--- src/rtl/fetch_stage_if.sv ---
// Instruction-memory request/response bus between the fetch stage (master) and imem (slave).
// In-order responses, one per granted request; req/addr hold until gnt.
interface fetch_stage_if;
   logic        imem_req;
   logic [31:0] imem_addr;
   logic        imem_gnt;
   logic        imem_rvalid;
   logic [31:0] imem_rdata;

   modport master (
      output imem_req,
      output imem_addr,
      input  imem_gnt,
      input  imem_rvalid,
      input  imem_rdata
   );

   modport slave (
      input  imem_req,
      input  imem_addr,
      output imem_gnt,
      output imem_rvalid,
      output imem_rdata
   );
endinterface

--- src/rtl/fetch_stage.sv ---
// IF stage: fetch PC, up to 2 in-flight imem requests, 2-entry instr FIFO; FETCH_STATS_EN adds perf counters.
// Latency: gnt at N, rvalid at N+1 -> ValidF at N+2; StallF holds the head and requests stop once credits run out.

module fifo_sync #(
   parameter int WIDTH = 32,
   parameter int DEPTH = 2
) (
   input  logic                   clk,
   input  logic                   rst,
   input  logic                   flush_i,
   input  logic                   push_i,
   input  logic [WIDTH-1:0]       push_dat_i,
   input  logic                   pop_i,
   output logic [WIDTH-1:0]       head_dat_o,
   output logic [$clog2(DEPTH):0] count_o
);
   // DEPTH must be a power of two so the pointers wrap naturally.
   localparam int AW = (DEPTH > 1) ? $clog2(DEPTH) : 1;
   localparam int CW = $clog2(DEPTH) + 1;
   localparam logic [CW-1:0] FULL_CNT = CW'(DEPTH);

   logic [WIDTH-1:0] mem_q [DEPTH];
   logic [AW-1:0]    wr_ptr_q, wr_ptr_d;
   logic [AW-1:0]    rd_ptr_q, rd_ptr_d;
   logic [CW-1:0]    count_q, count_d;
   logic             do_push, do_pop;

   assign do_pop  = pop_i && (count_q != '0);
   assign do_push = push_i && ((count_q != FULL_CNT) || do_pop);

   always_comb begin
      wr_ptr_d = wr_ptr_q;
      rd_ptr_d = rd_ptr_q;
      count_d  = count_q;
      if (do_push) wr_ptr_d = wr_ptr_q + AW'(1);
      if (do_pop)  rd_ptr_d = rd_ptr_q + AW'(1);
      if (do_push && !do_pop)      count_d = count_q + CW'(1);
      else if (!do_push && do_pop) count_d = count_q - CW'(1);
      if (flush_i) begin
         wr_ptr_d = '0;
         rd_ptr_d = '0;
         count_d  = '0;
      end
   end

   always_ff @(posedge clk or posedge rst) begin
      if (rst) begin
         wr_ptr_q <= '0;
         rd_ptr_q <= '0;
         count_q  <= '0;
      end else begin
         wr_ptr_q <= wr_ptr_d;
         rd_ptr_q <= rd_ptr_d;
         count_q  <= count_d;
      end
   end

   always_ff @(posedge clk) begin
      if (do_push && !flush_i) mem_q[wr_ptr_q] <= push_dat_i;
   end

   assign head_dat_o = mem_q[rd_ptr_q];
   assign count_o    = count_q;
endmodule

module fetch_stage #(
   parameter logic [31:0] RESET_PC  = 32'h1000_0000,
   parameter logic [31:0] NOP_INSTR = 32'h0000_0033
) (
   input  logic          clk,
   input  logic          rst,
   fetch_stage_if.master imem,
   input  logic          StallF,
   input  logic          redirect,
   input  logic [31:0]   redirect_pc,
   output logic [31:0]   InstrF,
   output logic [31:0]   PCF,
   output logic [31:0]   PC_Plus4F,
   output logic          ValidF
`ifdef FETCH_STATS_EN
   ,
   output logic [31:0]   perf_fetch_cnt,
   output logic [31:0]   perf_discard_cnt
`endif
);
   typedef struct packed {
      logic [31:0] pc;
      logic [31:0] instr;
   } fetch_ent_t;

   logic [31:0] fetch_pc_q, fetch_pc_d;
   logic [1:0]  discard_q, discard_d;
   logic [1:0]  outstanding;
   logic [1:0]  fifo_cnt;
   logic [31:0] pcq_head;
   fetch_ent_t  fifo_head, fifo_push_dat;
   logic        req, accept, rsp, rsp_drop, fifo_push, fifo_pop;

   // Credit covers both in-flight requests and buffered entries, so the FIFO can never overflow.
   assign req       = !rst && !redirect && (({1'b0, outstanding} + {1'b0, fifo_cnt}) < 3'd2);
   assign accept    = req && imem.imem_gnt;
   assign rsp       = imem.imem_rvalid && (outstanding != 2'd0);
   assign rsp_drop  = rsp && (redirect || (discard_q != 2'd0));
   assign fifo_push = rsp && !rsp_drop;
   assign fifo_pop  = ValidF && !StallF && !redirect;

   assign imem.imem_req  = req;
   assign imem.imem_addr = fetch_pc_q;

   always_comb begin
      fetch_pc_d = fetch_pc_q;
      discard_d  = discard_q;
      if (redirect) begin
         fetch_pc_d = {redirect_pc[31:2], 2'b00};
         // Everything still in flight after this cycle belongs to the old path.
         discard_d  = outstanding + {1'b0, accept} - {1'b0, rsp};
      end else begin
         if (accept)   fetch_pc_d = fetch_pc_q + 32'd4;
         if (rsp_drop) discard_d  = discard_q - 2'd1;
      end
   end

   always_ff @(posedge clk or posedge rst) begin
      if (rst) begin
         fetch_pc_q <= RESET_PC;
         discard_q  <= 2'd0;
      end else begin
         fetch_pc_q <= fetch_pc_d;
         discard_q  <= discard_d;
      end
   end

   // PCs of granted requests, popped by every legal response (kept or dropped).
   fifo_sync #(.WIDTH(32), .DEPTH(2)) u_pc_queue (
      .clk        (clk),
      .rst        (rst),
      .flush_i    (1'b0),
      .push_i     (accept),
      .push_dat_i (fetch_pc_q),
      .pop_i      (rsp),
      .head_dat_o (pcq_head),
      .count_o    (outstanding)
   );

   assign fifo_push_dat = '{pc: pcq_head, instr: imem.imem_rdata};

   fifo_sync #(.WIDTH($bits(fetch_ent_t)), .DEPTH(2)) u_instr_fifo (
      .clk        (clk),
      .rst        (rst),
      .flush_i    (redirect),
      .push_i     (fifo_push),
      .push_dat_i (fifo_push_dat),
      .pop_i      (fifo_pop),
      .head_dat_o (fifo_head),
      .count_o    (fifo_cnt)
   );

   assign ValidF    = (fifo_cnt != 2'd0);
   assign InstrF    = ValidF ? fifo_head.instr : NOP_INSTR;
   assign PCF       = ValidF ? fifo_head.pc : fetch_pc_q;
   assign PC_Plus4F = PCF + 32'd4;

`ifdef FETCH_STATS_EN
   logic [31:0] perf_fetch_q, perf_fetch_d;
   logic [31:0] perf_discard_q, perf_discard_d;

   always_comb begin
      perf_fetch_d   = perf_fetch_q + (fifo_pop ? 32'd1 : 32'd0);
      perf_discard_d = perf_discard_q + 32'(rsp_drop) + (redirect ? 32'(fifo_cnt) : 32'd0);
   end

   always_ff @(posedge clk or posedge rst) begin
      if (rst) begin
         perf_fetch_q   <= 32'd0;
         perf_discard_q <= 32'd0;
      end else begin
         perf_fetch_q   <= perf_fetch_d;
         perf_discard_q <= perf_discard_d;
      end
   end

   assign perf_fetch_cnt   = perf_fetch_q;
   assign perf_discard_cnt = perf_discard_q;
`endif
endmodule

--- src/flat_wrapper.sv ---
// flat-port wrapper written by rule: the top's interface ports become plain ports
module fetch_stage_flat 
#(
   parameter logic [31:0] RESET_PC  = 32'h1000_0000,
   parameter logic [31:0] NOP_INSTR = 32'h0000_0033
)
  (clk, rst, StallF, redirect, redirect_pc, InstrF, PCF, PC_Plus4F, ValidF, imem_imem_req, imem_imem_addr, imem_imem_gnt, imem_imem_rvalid, imem_imem_rdata);
  fetch_stage_if imem_i ();
  input  logic clk;
  input  logic rst;
  input  logic StallF;
  input  logic redirect;
  input  logic [31:0] redirect_pc;
  output logic [31:0] InstrF;
  output logic [31:0] PCF;
  output logic [31:0] PC_Plus4F;
  output logic ValidF;
  output wire logic [$bits(imem_i.imem_req)-1:0] imem_imem_req;
  output wire logic [$bits(imem_i.imem_addr)-1:0] imem_imem_addr;
  input wire logic [$bits(imem_i.imem_gnt)-1:0] imem_imem_gnt;
  input wire logic [$bits(imem_i.imem_rvalid)-1:0] imem_imem_rvalid;
  input wire logic [$bits(imem_i.imem_rdata)-1:0] imem_imem_rdata;
  assign imem_imem_req = imem_i.imem_req;
  assign imem_imem_addr = imem_i.imem_addr;
  assign imem_i.imem_gnt = imem_imem_gnt;
  assign imem_i.imem_rvalid = imem_imem_rvalid;
  assign imem_i.imem_rdata = imem_imem_rdata;
  fetch_stage #(.RESET_PC(RESET_PC), .NOP_INSTR(NOP_INSTR)) u_core (.clk(clk), .rst(rst), .imem(imem_i), .StallF(StallF), .redirect(redirect), .redirect_pc(redirect_pc), .InstrF(InstrF), .PCF(PCF), .PC_Plus4F(PC_Plus4F), .ValidF(ValidF));
endmodule
--- config.mk ---
export PLATFORM = sky130hd
export DESIGN_NAME = fetch_stage_flat
export DESIGN_NICKNAME = d
export VERILOG_FILES = /design/src/rtl/fetch_stage_if.sv /design/src/rtl/fetch_stage.sv /design/src/flat_wrapper.sv
export SDC_FILE = /design/constraint.sdc
export NUM_CORES = 1
export LEC_CHECK = 0
export BUFFER_PORTS_ARGS = -buffer_cell sky130_fd_sc_hd__buf_2
export CORE_ASPECT_RATIO = 1.2
export CORE_UTILIZATION = 56
export CTS_CLUSTER_DIAMETER = 100
export DETAILED_ROUTE_END_ITERATION = 8
export MAX_ROUTING_LAYER = met4
export PLACE_DENSITY = 0.88
export SETUP_SLACK_MARGIN = 0.2
export SYNTH_ARGS = -nofsm -noshare
export SYNTH_HDL_FRONTEND = slang
export SYNTH_HIERARCHICAL = 1
export SYNTH_SLANG_ARGS = --single-unit
--- constraint.sdc ---
create_clock -name clk -period 9.2 [get_ports clk]
set_input_delay 1.84 -clock clk [delete_from_list [all_inputs] [get_ports clk]]
set_output_delay 1.84 -clock clk [all_outputs]
set_load 0.03 [all_outputs]
Yosys cells after proc, flatten, opt, wreduce, memory -nomap -nowiden
Memory sizes are Yosys's and may differ from the RTL's.
Index checks and enable logic that the tools add are counted.
{"block": "word_totals", "ff_bits": 42, "latchBits": 0, "mem_bits_rw": 192, "romBits": 0, "in_bits": 70, "out_inout_bits": 130, "word_cells": 83, "memories": 2}
{"block": "op_classes", "addsub": 14, "n_mul": 0, "div": 0, "n_lt_le_gt_ge": 1, "n_eq_ne": 2, "shifts": 0, "n_mux": 19, "bitwise": 0, "reduce_logical": 37}
{"memory": "u_core.u_instr_fifo.mem_q", "depth": 2, "width": 64, "read_ports": 1, "rd_ports_with_merged_regs": 0, "write_ports": 1, "line": "fetch_stage.sv:22", "rtl": "logic [WIDTH-1:0] mem_q [DEPTH];"}
{"memory": "u_core.u_pc_queue.mem_q", "depth": 2, "width": 32, "read_ports": 1, "rd_ports_with_merged_regs": 0, "write_ports": 1, "line": "fetch_stage.sv:22"}
{"operator": "$mux 32", "count": 4}
{"operator": "$add 32x3->32 const B", "count": 2}
{"operator": "$logic_and 1x1->1", "count": 17}
{"operator": "$reduce_bool 2->1", "count": 8}
{"operator": "$mux 2", "count": 7}
{"operator": "$logic_not 1->1", "count": 8}
{"operator": "$mux 1", "count": 8}
{"operator": "$sub 2x1->2 const B", "count": 3}
{"operator": "$add 1x1->1 const B", "count": 4}
{"operator": "$add 2x1->2 const B", "count": 2}
{"operator": "$ne 2x2->1 const B", "count": 2}
{"operator": "$add 2x2->3", "count": 1}
{"operator": "$logic_or 1x1->1", "count": 3}
{"operator": "$lt 3x2->1 const B", "count": 1}
{"operator": "$reduce_bool 3->1", "count": 1}
{"operator": "$add 2x1->2", "count": 1}
{"operator": "$sub 2x1->2", "count": 1}

Logic depth before layout (Yosys ltp)
{"block": "logic_depth", "word_depth": 11, "depth_mapped": 15, "ltp_nobuf": 11}

Cells and area by module
Netlist, hierarchy kept.
{"module": "fifo_sync (u_core.u_instr_fifo)", "instances": 1, "cells_per_inst": 227, "area_each_um2": 4849.7, "seq_area_each_um2": 3943.8}
{"module": "fetch_stage", "instances": 1, "cells_per_inst": 479, "area_each_um2": 3499.6, "seq_area_each_um2": 802.0}
{"module": "fifo_sync (u_core.u_pc_queue)", "instances": 1, "cells_per_inst": 128, "area_each_um2": 2551.2, "seq_area_each_um2": 2021.9}

Worst setup path before layout
Ideal clock, no wire load.
{"block": "synth_timing", "kind": "in2reg", "start": "input redirect", "end": "memory u_core/u_instr_fifo/mem_q[0][0] in the netlist's numbering (enable)", "setup_ns": 0.564, "t_arrival_ns": 7.498, "path_slack_ns": 1.138, "path_stages": 7, "n_path_buf": 3, "cell_sequence": "clkbuf_1 > clkbuf_1 > buf_1 > nor3_1 > or3b_4 > nand2_1 > nor3_1"}
{"block": "synth_via", "elab_chain_cells": 8, "word_cells_on_any_way": 12}
{"element": "start, declared", "line": "flat_wrapper.sv:12", "rtl": "input logic redirect;"}
{"element": "$logic_not 1->1", "line": "fetch_stage.sv:105", "rtl": "assign fifo_pop = ValidF && !StallF && !redirect;"}
{"element": "$logic_and 1x1->1", "line": "fetch_stage.sv:105"}
{"element": "via u_core.fifo_pop", "line": "fetch_stage.sv:97", "rtl": "logic req, accept, rsp, rsp_drop, fifo_push, fifo_pop;"}
{"element": "$logic_and 1x1->1", "line": "fetch_stage.sv:28", "rtl": "assign do_pop = pop_i && (count_q != '0);"}
{"element": "$logic_or 1x1->1", "line": "fetch_stage.sv:29", "rtl": "assign do_push = push_i && ((count_q != FULL_CNT) || do_pop);"}
{"element": "$logic_and 1x1->1", "line": "fetch_stage.sv:29"}
{"element": "$logic_and 1x1->1", "line": "fetch_stage.sv:59", "rtl": "if (do_push && !flush_i) mem_q[wr_ptr_q] <= push_dat_i;"}
{"element": "$mux 1", "line": "fetch_stage.sv:59"}
{"element": "$mux 1 (not written as such)", "line": "fetch_stage.sv:59"}
{"element": "end, declared", "line": "fetch_stage.sv:22"}
The timed path passes the listed nets, and every way through them passes these cells.

==> results.py <==
metrics = {
    "status": {
        "outcome": "completed",
    },
    "clocking": {
        "cts_buffer_depth": 3,
        "cts_buffers": 23,
        "cts_resized": 0,
        "clk_pin_slew_ns": 0.06,
        "post_cts_buffers": 0,
        "cts_tree": "done",
        "clk_latency_ns": 0.50,
        "cts.sinks": 232,
        "htree_levels": 1,
        "clockRootBuffer": "clkbuf_16",
        "postCtsHoldBufs": 0,
    },
    "route": {
        "wl_met1_mm": 9.865,
        "drc_errors": 0,
        "vias_per_cell": 6.005,
        "wl_met2_mm": 12.58,
        "wl_per_cell_um": 19.37,
        "top_layer": "met4",
        "routed_wl_mm": 25.30,
        "met3WireLength_mm": 2.034,
        "drtPass1Iterations": 6,
        "num_vias": 7842,
        "ant_nets": 0,
        "drt_iter0_markers": 623,
    },
    "floorplan": {
        "start_util_pct": 57.39,
        "die-width_um": 129.4,
        "die-height_um": 154.8,
        "rows": 55,
        "pin_count": 200,
        "die-area_um2": 20030,
        "core_area_um2": 18990,
    },
    "final_layout": {
        "diodes": 0,
        "drive_above_1_share_pct": 34.48,
        "fin_nets": 1110,
        "area_growth_pct": 17.90,
    },
    "flow_run": {
        "drv_cap": 0,
    },
    "placed_design": {
        "gp_congestion": 0.8830,
        "port_buffers": 195,
        "hpwl_mm": 16.49,
    },
    "power": {
        "p_leak_nw": 4.937,
        "ir_drop_mv": 0.1231,
        "p_per_area_nw_per_um2": 185.0,
    },
    "global_route": {
        "gr-total-overflow": 0,
        "antenna_found_initial": 0,
        "track_usage_pct": 26.11,
        "grt_pass1_vias": 7460,
        "grt_pass1_wl_mm": 38.99,
        "grt_max_degree": 72,
    },
    "logic_synthesis": {
        "yosys_warnings": 6,
        "synth_largest_area_cell": "edfxtp_1",
        "synth_cells": 834,
        "netlist_area_um2": 10900,
        "netlist.area_leader.share_pct": 52.89,
        "ys_seq_elements": 232,
        "synth_edf_count": 192,
        "syn_area_per_cell_um2": 13.07,
        "synth.most_common_cell": "edfxtp_1",
        "synth_area_leaders": "edfxtp_1, mux2_2, dfrtp_1",
        "yosysUniqueCellTypes": 64,
        "netlist_top_cells_count": "edfxtp_1, mux2_2, nand2_1, dfrtp_1",
        "async_reset_ff_share_pct": 17.24,
        "ys.flop_type": "edfxtp_1",
        "synth.yosys.seq_area_share_pct": 62.09,
    },
    "critical_path": {
        "crit_type": "reg2out",
        "cp_data_arrival_time_ns": 4.36,
        "r2r_cells": 5,
        "path_max_fanout": 39,
        "timing.rr.start": "u_core/u_pc_queue/count_o[1]$_DFFE_PP0P_",
        "reg2reg_to": "u_core/u_instr_fifo/mem_q[0][19]$_DFFE_PP_",
        "crit_required_ns": 7.36,
        "end_kind": "primary output",
        "start_kind": "register",
        "setup.reg_to_reg.worst_slack_ns": 5.51,
    },
    "min_path": {
        "hold_class": "reg2reg",
        "hold_path_depth": 1,
        "hold_path.startpoint": "u_core/u_pc_queue/mem_q[1][4]$_DFFE_PP_",
        "min_to": "u_core/u_instr_fifo/mem_q[0][36]$_DFFE_PP_",
    },
    "sta": {
        "min_period_over_period_pct": 67.43,
        "finalSetupViolations": 0,
        "hold-worst-slack_ns": 0.5650,
        "drv_slew": 0,
        "setup_tns_ns": 0,
        "max_freq_mhz": 161.2,
        "period_needed_ns": 6.203,
        "relSlewSlack_pct": 26.69,
        "worst_slew_pin_slew_ns": 1.094,
        "rsz0062_at_grt": "no",
        "fin_skew_ns": 0.008350,
        "final_hold_viol_count": 0,
    },
}
==> critical path: stages (launching register included) <==
cell and delay, ns:
dfrtp_2 0.83, buf_4 0.59, mux2_2 0.28, mux2i_1 0.14
inv_1 0.11, ha_1 0.25, a21boi_1 0.41, nand4_2 0.35
nor4bb_1 0.46, xor2_1 0.19, buf_2 0.22
==> area by class of cell <==
type                       instances  area, um2
sequential                       232       6770
timing repair buffer             208       1074
inverter                          32      120.1
multi-input combinational        537       3860
tap                              256      320.3
clock buffer                      30      633.1
fill                            1337       6142
clock inverter                    11      73.82
==> routing by layer <==
| metal | global-route usage (%) | up-vias |
|---|---|---|
| li1 | - | 3501 |
| met1 | 32.77 | 3794 |
| met2 | 42.45 | 470 |
| met3 | 3.770 | 77 |
| met4 | 10.76 | 0 |
| met5 | - | - |
==> registers in the layout (all words and copies together) (netlist names) <==
signal	cells
u_core/u_pc_queue/rd_ptr_q	1
u_core/u_pc_queue/count_o	2
u_core/u_instr_fifo/mem_q	128
u_core/u_pc_queue/wr_ptr_q	1
u_core/u_instr_fifo/rd_ptr_q	1
u_core/u_instr_fifo/count_o	2
u_core/u_instr_fifo/wr_ptr_q	1
u_core/imem.imem_addr	30
u_core/discard_q	2
u_core/u_pc_queue/mem_q	64
==> cells by family after synthesis <==
| logic type | after synthesis | synth area share (%) |
|---|---|---|
| AND/OR/NAND/NOR | 261 | 12.96 |
| flip-flops | 232 | 62.09 |
| multiplexers | 113 | 11.52 |
| AO/OA/AOI/OAI | 112 | 7.002 |
| buffers and inverters | 76 | 2.984 |
| XOR/XNOR | 33 | 2.652 |
| adder cells (fa/ha/maj) | 6 | 0.7576 |
| other | 1 | 0.03440 |
==> report_power, final <==
| group | internal, mW | switching, mW | total (mW) |
|---|---|---|---|
| combinational | 0.0882 | 0.200 | 0.288 |
| sequential | 1.16 | 0.0463 | 1.21 |
| clock | 0.511 | 0.370 | 0.881 |
==> stage by stage <==
stage | util, % | cells | worst slack (ns) | power, mW | cell area (um2)
after floorplan | - | 845 | 1.138 | 1.409 | 10940
after global placement | 63.94 | 1265 | 3.643 | 1.505 | 12140
after detailed placement | 63.94 | 1265 | 3.552 | 1.515 | 12140
after CTS | 67.66 | 1306 | 3.040 | 2.389 | 12850
after global routing | 67.66 | 1306 | 2.833 | 2.454 | 12850
final | 67.66 | 1306 | 2.997 | 2.378 | 12850
==> cell usage in the layout, fill, tap and decap left out, drive strengths merged, types with 11 or more instances in the layout <==
master,n
a21oi,17
xnor2,19
dfrtp,39
conb,12
nand2,98
o211ai,22
o21ai,33
nor2,27
nor4,11
nand3,23
nor3,11
mux2i,13
and2,33
xor2,14
buf,208
inv,32
mux2,100
edfxtp,192
clkbuf,30
==> worst max-delay path by stage <==
stage	start	to	slack, ns	cells after the start
after floorplan	redirect	u_core/u_instr_fifo/mem_q[0][0]$_DFFE_PP_	1.14	7
after global placement	u_core/u_instr_fifo/rd_ptr_q$_DFFE_PP0P_	PC_Plus4F[30]	3.64	10
after detailed placement	u_core/u_instr_fifo/rd_ptr_q$_DFFE_PP0P_	PC_Plus4F[30]	3.55	10
after CTS	u_core/u_instr_fifo/rd_ptr_q$_DFFE_PP0P_	PC_Plus4F[30]	3.04	10
after global routing	u_core/u_instr_fifo/rd_ptr_q$_DFFE_PP0P_	PC_Plus4F[30]	2.83	10
final	u_core/u_instr_fifo/rd_ptr_q$_DFFE_PP0P_	PC_Plus4F[30]	3.00	10
Note: power is estimated with default switching activity, not from simulation.
